==> src/rtl/mem_pkg.sv <==
// Shared types and helpers for the memory stage: size encoding, FSM states,
// byte-enable generation, store-lane replication and load lane selection.
package mem_pkg;

   localparam logic [1:0] SZ_BYTE = 2'd0;
   localparam logic [1:0] SZ_HALF = 2'd1;
   localparam logic [1:0] SZ_WORD = 2'd2;

   typedef enum logic [1:0] {IDLE, REQ, RESP} mem_state_t;

   function automatic logic [3:0] byte_en(input logic [1:0] size, input logic [1:0] off);
      case (size)
         SZ_BYTE: byte_en = 4'b0001 << off;
         SZ_HALF: byte_en = 4'b0011 << {off[1], 1'b0};
         default: byte_en = 4'b1111;
      endcase
   endfunction

   function automatic logic [31:0] store_lanes(input logic [1:0] size, input logic [31:0] wdata);
      case (size)
         SZ_BYTE: store_lanes = {4{wdata[7:0]}};
         SZ_HALF: store_lanes = {2{wdata[15:0]}};
         default: store_lanes = wdata;
      endcase
   endfunction

   function automatic logic [7:0] lane_byte(input logic [31:0] data, input logic [1:0] lane);
      lane_byte = data[lane*8 +: 8];
   endfunction

   function automatic logic [15:0] lane_half(input logic [31:0] data, input logic hi);
      lane_half = hi ? data[31:16] : data[15:0];
   endfunction

   function automatic logic misaligned(input logic [1:0] size, input logic [1:0] off);
      case (size)
         SZ_BYTE: misaligned = 1'b0;
         SZ_HALF: misaligned = off[0];
         default: misaligned = (off != 2'b00);
      endcase
   endfunction

endpackage

==> src/rtl/mem_stage_if.sv <==
// Request/grant/response data bus between the memory stage and the memory system.
interface mem_stage_if;
   logic        req;
   logic        we;
   logic [31:0] addr;
   logic [3:0]  be;
   logic [31:0] wdata;
   logic        gnt;
   logic        rvalid;
   logic [31:0] rdata;

   modport master (output req, we, addr, be, wdata, input gnt, rvalid, rdata);
   modport slave  (input req, we, addr, be, wdata, output gnt, rvalid, rdata);
endinterface

==> src/rtl/load_align.sv <==
// Picks the addressed byte/half out of a bus word and sign- or zero-extends it.
module load_align
   import mem_pkg::*;
(
   input  logic [31:0] rdata,
   input  logic [1:0]  addr,
   input  logic [1:0]  size,
   input  logic        uns,
   output logic [31:0] data
);

   logic [7:0]  b;
   logic [15:0] h;

   always_comb begin
      b    = lane_byte(rdata, addr);
      h    = lane_half(rdata, addr[1]);
      data = rdata;
      case (size)
         SZ_BYTE: data = {{24{~uns & b[7]}}, b};
         SZ_HALF: data = {{16{~uns & h[15]}}, h};
         default: data = rdata;
      endcase
   end

endmodule

==> src/rtl/mem_stage.sv <==
// RISC-V memory pipeline stage: passes ALU ops through, runs loads/stores on the
// data bus with a response timeout. Optional macro: MEM_STAGE_MISALIGN_TRAP_EN.
module mem_stage
   import mem_pkg::*;
#(
   parameter int RESP_TIMEOUT = 255
) (
   input  logic        clk,
   input  logic        rst,
   input  logic        in_valid,
   output logic        in_ready,
   input  logic        in_mem_rd,
   input  logic        in_mem_wr,
   input  logic [1:0]  in_size,
   input  logic        in_unsigned,
   input  logic [31:0] in_addr,
   input  logic [31:0] in_wdata,
   input  logic [4:0]  in_rd_addr,
   input  logic [31:0] in_rd_val,
   input  logic        in_wb_en,
   mem_stage_if.master dbus,
   output logic        out_valid,
   output logic [4:0]  out_rd_addr,
   output logic [31:0] out_rd_val,
   output logic        out_wb_en,
`ifdef MEM_STAGE_MISALIGN_TRAP_EN
   output logic        out_misalign,
`endif
   output logic        out_bus_err
);

   localparam int CW = (RESP_TIMEOUT > 1) ? $clog2(RESP_TIMEOUT + 1) : 1;

   mem_state_t    state, nxt;
   logic [CW-1:0] cnt;
   logic          tmo, accept, is_mem, trap, go_mem;

   logic          we_q, uns_q, wb_q;
   logic [31:0]   addr_q, wdata_q, ld_data;
   logic [3:0]    be_q;
   logic [1:0]    off_q, size_q;
   logic [4:0]    rd_q;

   assign accept = in_valid && in_ready;
   assign is_mem = in_mem_rd || in_mem_wr;
`ifdef MEM_STAGE_MISALIGN_TRAP_EN
   assign trap   = is_mem && misaligned(in_size, in_addr[1:0]);
`else
   assign trap   = 1'b0;
`endif
   assign go_mem = accept && is_mem && !trap;
   assign tmo    = (RESP_TIMEOUT != 0) && (state != IDLE) && (cnt == CW'(RESP_TIMEOUT));

   always_ff @(posedge clk or negedge rst) begin
      if (!rst) state <= IDLE;
      else      state <= nxt;
   end

   // Timeout wins over a same-cycle gnt/rvalid: the request is already withdrawn.
   always_comb begin
      nxt      = state;
      in_ready = 1'b0;
      dbus.req = 1'b0;
      case (state)
         IDLE: begin
            in_ready = 1'b1;
            if (go_mem) nxt = REQ;
         end
         REQ: begin
            dbus.req = !tmo;
            if (tmo)           nxt = IDLE;
            else if (dbus.gnt) nxt = we_q ? IDLE : RESP;
         end
         RESP: begin
            if (tmo || dbus.rvalid) nxt = IDLE;
         end
         default: nxt = IDLE;
      endcase
   end

   always_ff @(posedge clk or negedge rst) begin
      if (!rst)                              cnt <= '0;
      else if (state == IDLE || nxt != state) cnt <= '0;
      else                                   cnt <= cnt + CW'(1);
   end

   assign dbus.we    = we_q;
   assign dbus.addr  = addr_q;
   assign dbus.be    = be_q;
   assign dbus.wdata = wdata_q;

   load_align u_align (
      .rdata (dbus.rdata),
      .addr  (off_q),
      .size  (size_q),
      .uns   (uns_q),
      .data  (ld_data)
   );

   always_ff @(posedge clk or negedge rst) begin
      if (!rst) begin
         we_q         <= 1'b0;
         addr_q       <= '0;
         be_q         <= '0;
         wdata_q      <= '0;
         off_q        <= '0;
         size_q       <= '0;
         uns_q        <= 1'b0;
         rd_q         <= '0;
         wb_q         <= 1'b0;
         out_valid    <= 1'b0;
         out_rd_addr  <= '0;
         out_rd_val   <= '0;
         out_wb_en    <= 1'b0;
         out_bus_err  <= 1'b0;
`ifdef MEM_STAGE_MISALIGN_TRAP_EN
         out_misalign <= 1'b0;
`endif
      end else begin
         out_valid    <= 1'b0;
         out_bus_err  <= 1'b0;
`ifdef MEM_STAGE_MISALIGN_TRAP_EN
         out_misalign <= 1'b0;
`endif
         case (state)
            IDLE: begin
               if (go_mem) begin
                  // A load wins when both rd and wr are set.
                  we_q    <= !in_mem_rd;
                  addr_q  <= {in_addr[31:2], 2'b00};
                  be_q    <= byte_en(in_size, in_addr[1:0]);
                  wdata_q <= store_lanes(in_size, in_wdata);
                  off_q   <= in_addr[1:0];
                  size_q  <= in_size;
                  uns_q   <= in_unsigned;
                  rd_q    <= in_rd_addr;
                  wb_q    <= in_mem_rd && in_wb_en && (in_rd_addr != 5'd0);
               end else if (accept) begin
                  out_valid    <= 1'b1;
                  out_rd_addr  <= in_rd_addr;
                  out_rd_val   <= in_rd_val;
                  out_wb_en    <= !is_mem && in_wb_en && (in_rd_addr != 5'd0);
`ifdef MEM_STAGE_MISALIGN_TRAP_EN
                  out_misalign <= trap;
`endif
               end
            end
            REQ: begin
               if (tmo || (dbus.gnt && we_q)) begin
                  out_valid   <= 1'b1;
                  out_rd_addr <= rd_q;
                  out_rd_val  <= '0;
                  out_wb_en   <= 1'b0;
                  out_bus_err <= tmo;
               end
            end
            RESP: begin
               if (tmo) begin
                  out_valid   <= 1'b1;
                  out_rd_addr <= rd_q;
                  out_rd_val  <= '0;
                  out_wb_en   <= 1'b0;
                  out_bus_err <= 1'b1;
               end else if (dbus.rvalid) begin
                  out_valid   <= 1'b1;
                  out_rd_addr <= rd_q;
                  out_rd_val  <= ld_data;
                  out_wb_en   <= wb_q;
               end
            end
            default: ;
         endcase
      end
   end

endmodule

==> src/flat_wrapper.sv <==
// flat-port wrapper written by rule: the top's interface ports become plain ports
module mem_stage_flat import mem_pkg::*;
#(
   parameter int RESP_TIMEOUT = 255
)
  (clk, rst, in_valid, in_ready, in_mem_rd, in_mem_wr, in_size, in_unsigned, in_addr, in_wdata, in_rd_addr, in_rd_val, in_wb_en, out_valid, out_rd_addr, out_rd_val, out_wb_en, out_bus_err, dbus_req, dbus_we, dbus_addr, dbus_be, dbus_wdata, dbus_gnt, dbus_rvalid, dbus_rdata);
  mem_stage_if dbus_i ();
  input  logic clk;
  input  logic rst;
  input  logic in_valid;
  output logic in_ready;
  input  logic in_mem_rd;
  input  logic in_mem_wr;
  input  logic [1:0] in_size;
  input  logic in_unsigned;
  input  logic [31:0] in_addr;
  input  logic [31:0] in_wdata;
  input  logic [4:0] in_rd_addr;
  input  logic [31:0] in_rd_val;
  input  logic in_wb_en;
  output logic out_valid;
  output logic [4:0] out_rd_addr;
  output logic [31:0] out_rd_val;
  output logic out_wb_en;
  output logic out_bus_err;
  output wire logic [$bits(dbus_i.req)-1:0] dbus_req;
  output wire logic [$bits(dbus_i.we)-1:0] dbus_we;
  output wire logic [$bits(dbus_i.addr)-1:0] dbus_addr;
  output wire logic [$bits(dbus_i.be)-1:0] dbus_be;
  output wire logic [$bits(dbus_i.wdata)-1:0] dbus_wdata;
  input wire logic [$bits(dbus_i.gnt)-1:0] dbus_gnt;
  input wire logic [$bits(dbus_i.rvalid)-1:0] dbus_rvalid;
  input wire logic [$bits(dbus_i.rdata)-1:0] dbus_rdata;
  assign dbus_req = dbus_i.req;
  assign dbus_we = dbus_i.we;
  assign dbus_addr = dbus_i.addr;
  assign dbus_be = dbus_i.be;
  assign dbus_wdata = dbus_i.wdata;
  assign dbus_i.gnt = dbus_gnt;
  assign dbus_i.rvalid = dbus_rvalid;
  assign dbus_i.rdata = dbus_rdata;
  mem_stage #(.RESP_TIMEOUT(RESP_TIMEOUT)) u_core (.clk(clk), .rst(rst), .in_valid(in_valid), .in_ready(in_ready), .in_mem_rd(in_mem_rd), .in_mem_wr(in_mem_wr), .in_size(in_size), .in_unsigned(in_unsigned), .in_addr(in_addr), .in_wdata(in_wdata), .in_rd_addr(in_rd_addr), .in_rd_val(in_rd_val), .in_wb_en(in_wb_en), .dbus(dbus_i), .out_valid(out_valid), .out_rd_addr(out_rd_addr), .out_rd_val(out_rd_val), .out_wb_en(out_wb_en), .out_bus_err(out_bus_err));
endmodule
==> config.mk <==
export PLATFORM = sky130hd
export DESIGN_NAME = mem_stage_flat
export DESIGN_NICKNAME = d
export VERILOG_FILES = /design/src/rtl/mem_pkg.sv /design/src/rtl/mem_stage_if.sv /design/src/rtl/load_align.sv /design/src/rtl/mem_stage.sv /design/src/flat_wrapper.sv
export SDC_FILE = /design/constraint.sdc
export NUM_CORES = 1
export LEC_CHECK = 0
export ABC_AREA = 1
export CAP_MARGIN = 20
export CORE_UTILIZATION = 41
export CTS_BUF_LIST = sky130_fd_sc_hd__clkbuf_4
export CTS_CLUSTER_DIAMETER = 200
export DETAILED_ROUTE_END_ITERATION = 7
export PLACE_DENSITY_LB_ADDON = 0.25
export SLEW_MARGIN = 20
export SYNTH_ARGS = -nofsm -noshare
export SYNTH_HDL_FRONTEND = slang
export SYNTH_SLANG_ARGS = --single-unit
==> constraint.sdc <==
create_clock -name clk -period 1.89 [get_ports clk]
set_clock_uncertainty 0.15 [all_clocks]
set_input_delay 0.378 -clock clk [delete_from_list [all_inputs] [get_ports clk]]
set_output_delay 0.378 -clock clk [all_outputs]
set_load 0.02 [all_outputs]
==> impl_metrics.ini <==
[placement]
dpl_worst_slack_ns = -0.3106
dp.cells = 1302
io_buffers = 252
dp_hpwl_mm = 15.32
gp_congestion = 0.8606

[setup_path]
worst_path_most_repeated_cell = inv_2
crit_buf_inv = 3
critical-path-top-delay-family = flip-flops
cpPeakStageDelay_ns = 0.42
crit_chain = inv_2 > ha_4 > nor2_4 > nand2_4 > inv_2 > nor2_2 > buf_6
crit_path_max_fanout = 3
critPathKind = register to primary output
crit_required_ns = 1.36
critPathLaunchType = register
r2r_slack_ns = -0.26
worst_ep_arrival_time_ns = 1.66
crit_path_top_delay_cell = dfrtp_1
cp-end-kind = primary output

[run_status]
outcome = finished with violations
violations = negative setup slack

[global_route]
grt_pass1_vias = 6835
track_usage_pct = 27.63
antenna_found_initial = 1
use_met1_pct = 32.08
grt_use_met3_pct = 6.970
grt_pass1_wl_mm = 34.71
use_met2_pct = 47.79
grt_overflow_total = 0
busiest_layer = met2
grt_max_degree = 55

[yosys]
avgSynthCellArea_um2 = 8.098
synth_flop_cell = dfrtp_1
synth-seq-cells = 128
synth-adder-area-share_pct = 0.9573
synth_edf_count = 0
synthMuxAreaShare_pct = 0
async_flop_share_pct = 100.0
synth_compound_area_share_pct = 14.91
synth-simple-area-share_pct = 28.20
syn_area_mm2 = 0.006535
synthCells = 807
yosysSeqAreaShare_pct = 49.01
synth_warnings = 0
ys_types = 44
synth_xor_area_share_pct = 0.8041
synth_top_family_by_area = simple AND/OR/NAND/NOR gates

[sta]
finalWorstSetupSlack_ns = -0.2935
hold_violations = 0
max-slew-margin-rel_pct = 64.77
timing.final.crit_share_pct = 115.5
rsz0062_at_grt = true
holdWs_ns = 0.06873
setup_violations = 120
min_period_ns = 2.184
drv_slew = 0
tightest_slew_ns = 0.5265
clock.fmax_mhz = 458.0

[die]
core_area_mm2 = 0.01537
initial_core_util_pct = 42.52
die_area_mm2 = 0.01645
pin_count = 255
row_count = 45
chipWidth_um = 128.3
die_h_um = 128.3

[drt]
routedWlPerCell_um = 17.80
vias_per_cell = 5.193
dr.pass1.iters = 5
antenna_left = 0
drc = 0
drtIter0Drc = 407
totalWireLength_mm = 24.56
vias = 7167

[pwr]
peakVddDrop_mv = 0.8139
power.leakage_nw = 5.533
p_per_area_mw_per_mm2 = 1587
totalPowerFinal_mw = 18.19

[cts]
cts.path.max_buffers = 2
clkTransAtPathRegs_ns = 0.13
cts.sinks = 128
cts_buffers = 17
htree_num_levels = 4
cts_root_buf = clkbuf_4
insertion_delay_ns = 0.56
cts_tree = done

[cells_and_area]
final_cells = 1380
finalNetCount = 1305
syn2layout_area_growth_pct = 75.42
layout_commonest_cell = nand2_1
final_cell_mix = nand2_1, clkdlybuf4s50_1, dfrtp_1
drive_gt1_share_pct = 27.91

[job]
drv_cap = 0

[min_path]
hold_class = primary input to async pin
[timing repair]
item / in CTS / in global routing
pin swaps: 14 / 42
hold buffers: 1 / 0
cloned: 6 / 13
setup buffers: 15 / 18
setup endpoints to repair: 172 / 80
hold endpoints to repair: 128 / 0
gates resized for setup: 178 / 210
[through the flow]
step	cell area, um^2	TNS, ns	utilization [%]
floorplan	6554	0	-
global placement	9743	-19.53	63.39
detailed placement	9743	-23.15	63.39
CTS	10430	-4.134	67.86
global route	11460	-22.54	74.58
finish	11460	-15.54	74.58
[routing by layer]
| metal | vias up | share of wire (%) |
|---|---|---|
| li1 | 3313 | - |
| met1 | 3423 | 37 |
| met2 | 355 | 51 |
| met3 | 76 | 7.5 |
| met4 | 0 | 3.9 |
| met5 | - | 0 |
[cell type report]
cell class / count / area, um^2
antenna: 1 / 2.502
clock buffer: 19 / 142.6
clock inverter: 12 / 160.2
fill: 1133 / 3908
inverter: 39 / 172.7
multi-input combinational: 601 / 3643
sequential: 128 / 3204
tap: 211 / 264.0
timing repair buffer: 369 / 3874
[path summary, 6_finish.rpt]
kind                                       from  cells past startpoint                   end
setup / recovery                u_core.state[0]                      7              dbus_req
hold / removal                              rst                      2      u_core.out_valid
setup reg to reg                u_core.state[1]                     12         u_core.cnt[4]
hold reg to reg            u_core.dbus.addr[27]                      2  u_core.dbus.addr[27]
max in group asynchronous                   rst                      3      u_core.size_q[1]
min in group clk                     in_addr[2]                      3   u_core.dbus.addr[2]
[cell usage after synthesis (2+ instances only)]
cell	instances	area [um^2]
a2bb2oi_1	3	26.28
a2bb2oi_2	15	225.2
inv_1	32	120.1
nor3_1	9	45.04
a21oi_1	55	275.3
nor2_1	69	259.0
ha_1	5	62.56
nand3_4	4	70.07
xnor2_1	2	17.52
nand3b_1	3	22.52
nand2_1	323	1212
nor2_4	2	22.52
xor2_1	4	35.03
nand3_1	26	130.1
inv_2	5	18.77
o221ai_1	7	61.31
dfrtp_1	128	3203
buf_4	2	15.01
clkbuf_1	12	45.04
a21boi_0	7	52.55
buf_6	6	67.56
o21ai_2	2	17.52
nand3_2	3	30.03
o21a_1	3	22.52
nand2_2	3	18.77
o21ai_0	36	180.2
buf_2	20	100.1
o31ai_2	5	62.56
[power by group]
part,total [mW],switching (mW),internal [mW]
Sequential,4.88,0.912,3.97
Combinational,11.2,6.06,5.18
Clock,2.07,1.12,0.950
Total,18.2,8.09,10.1
[sequential cells by signal (all words and copies together), names as in the netlist]
name and count:
u_core.size_q 2, u_core.dbus.be 4, u_core.state 2, u_core.out_rd_addr 5
u_core.dbus.wdata 32, u_core.off_q 2, u_core.rd_q 5, u_core.dbus.we 1
u_core.dbus.addr 30, u_core.out_valid 1, u_core.out_wb_en 1, u_core.cnt 8
u_core.out_bus_err 1, u_core.out_rd_val 32, u_core.uns_q 1, u_core.wb_q 1
[cell families after synthesis]
family	count (synthesis)
compound gates	140
xor+xnor	6
fa+ha+maj	5
buf+inv	81
flops	128
other cells	1
simple gates	446
Note: power is estimated with default switching activity, not from simulation.
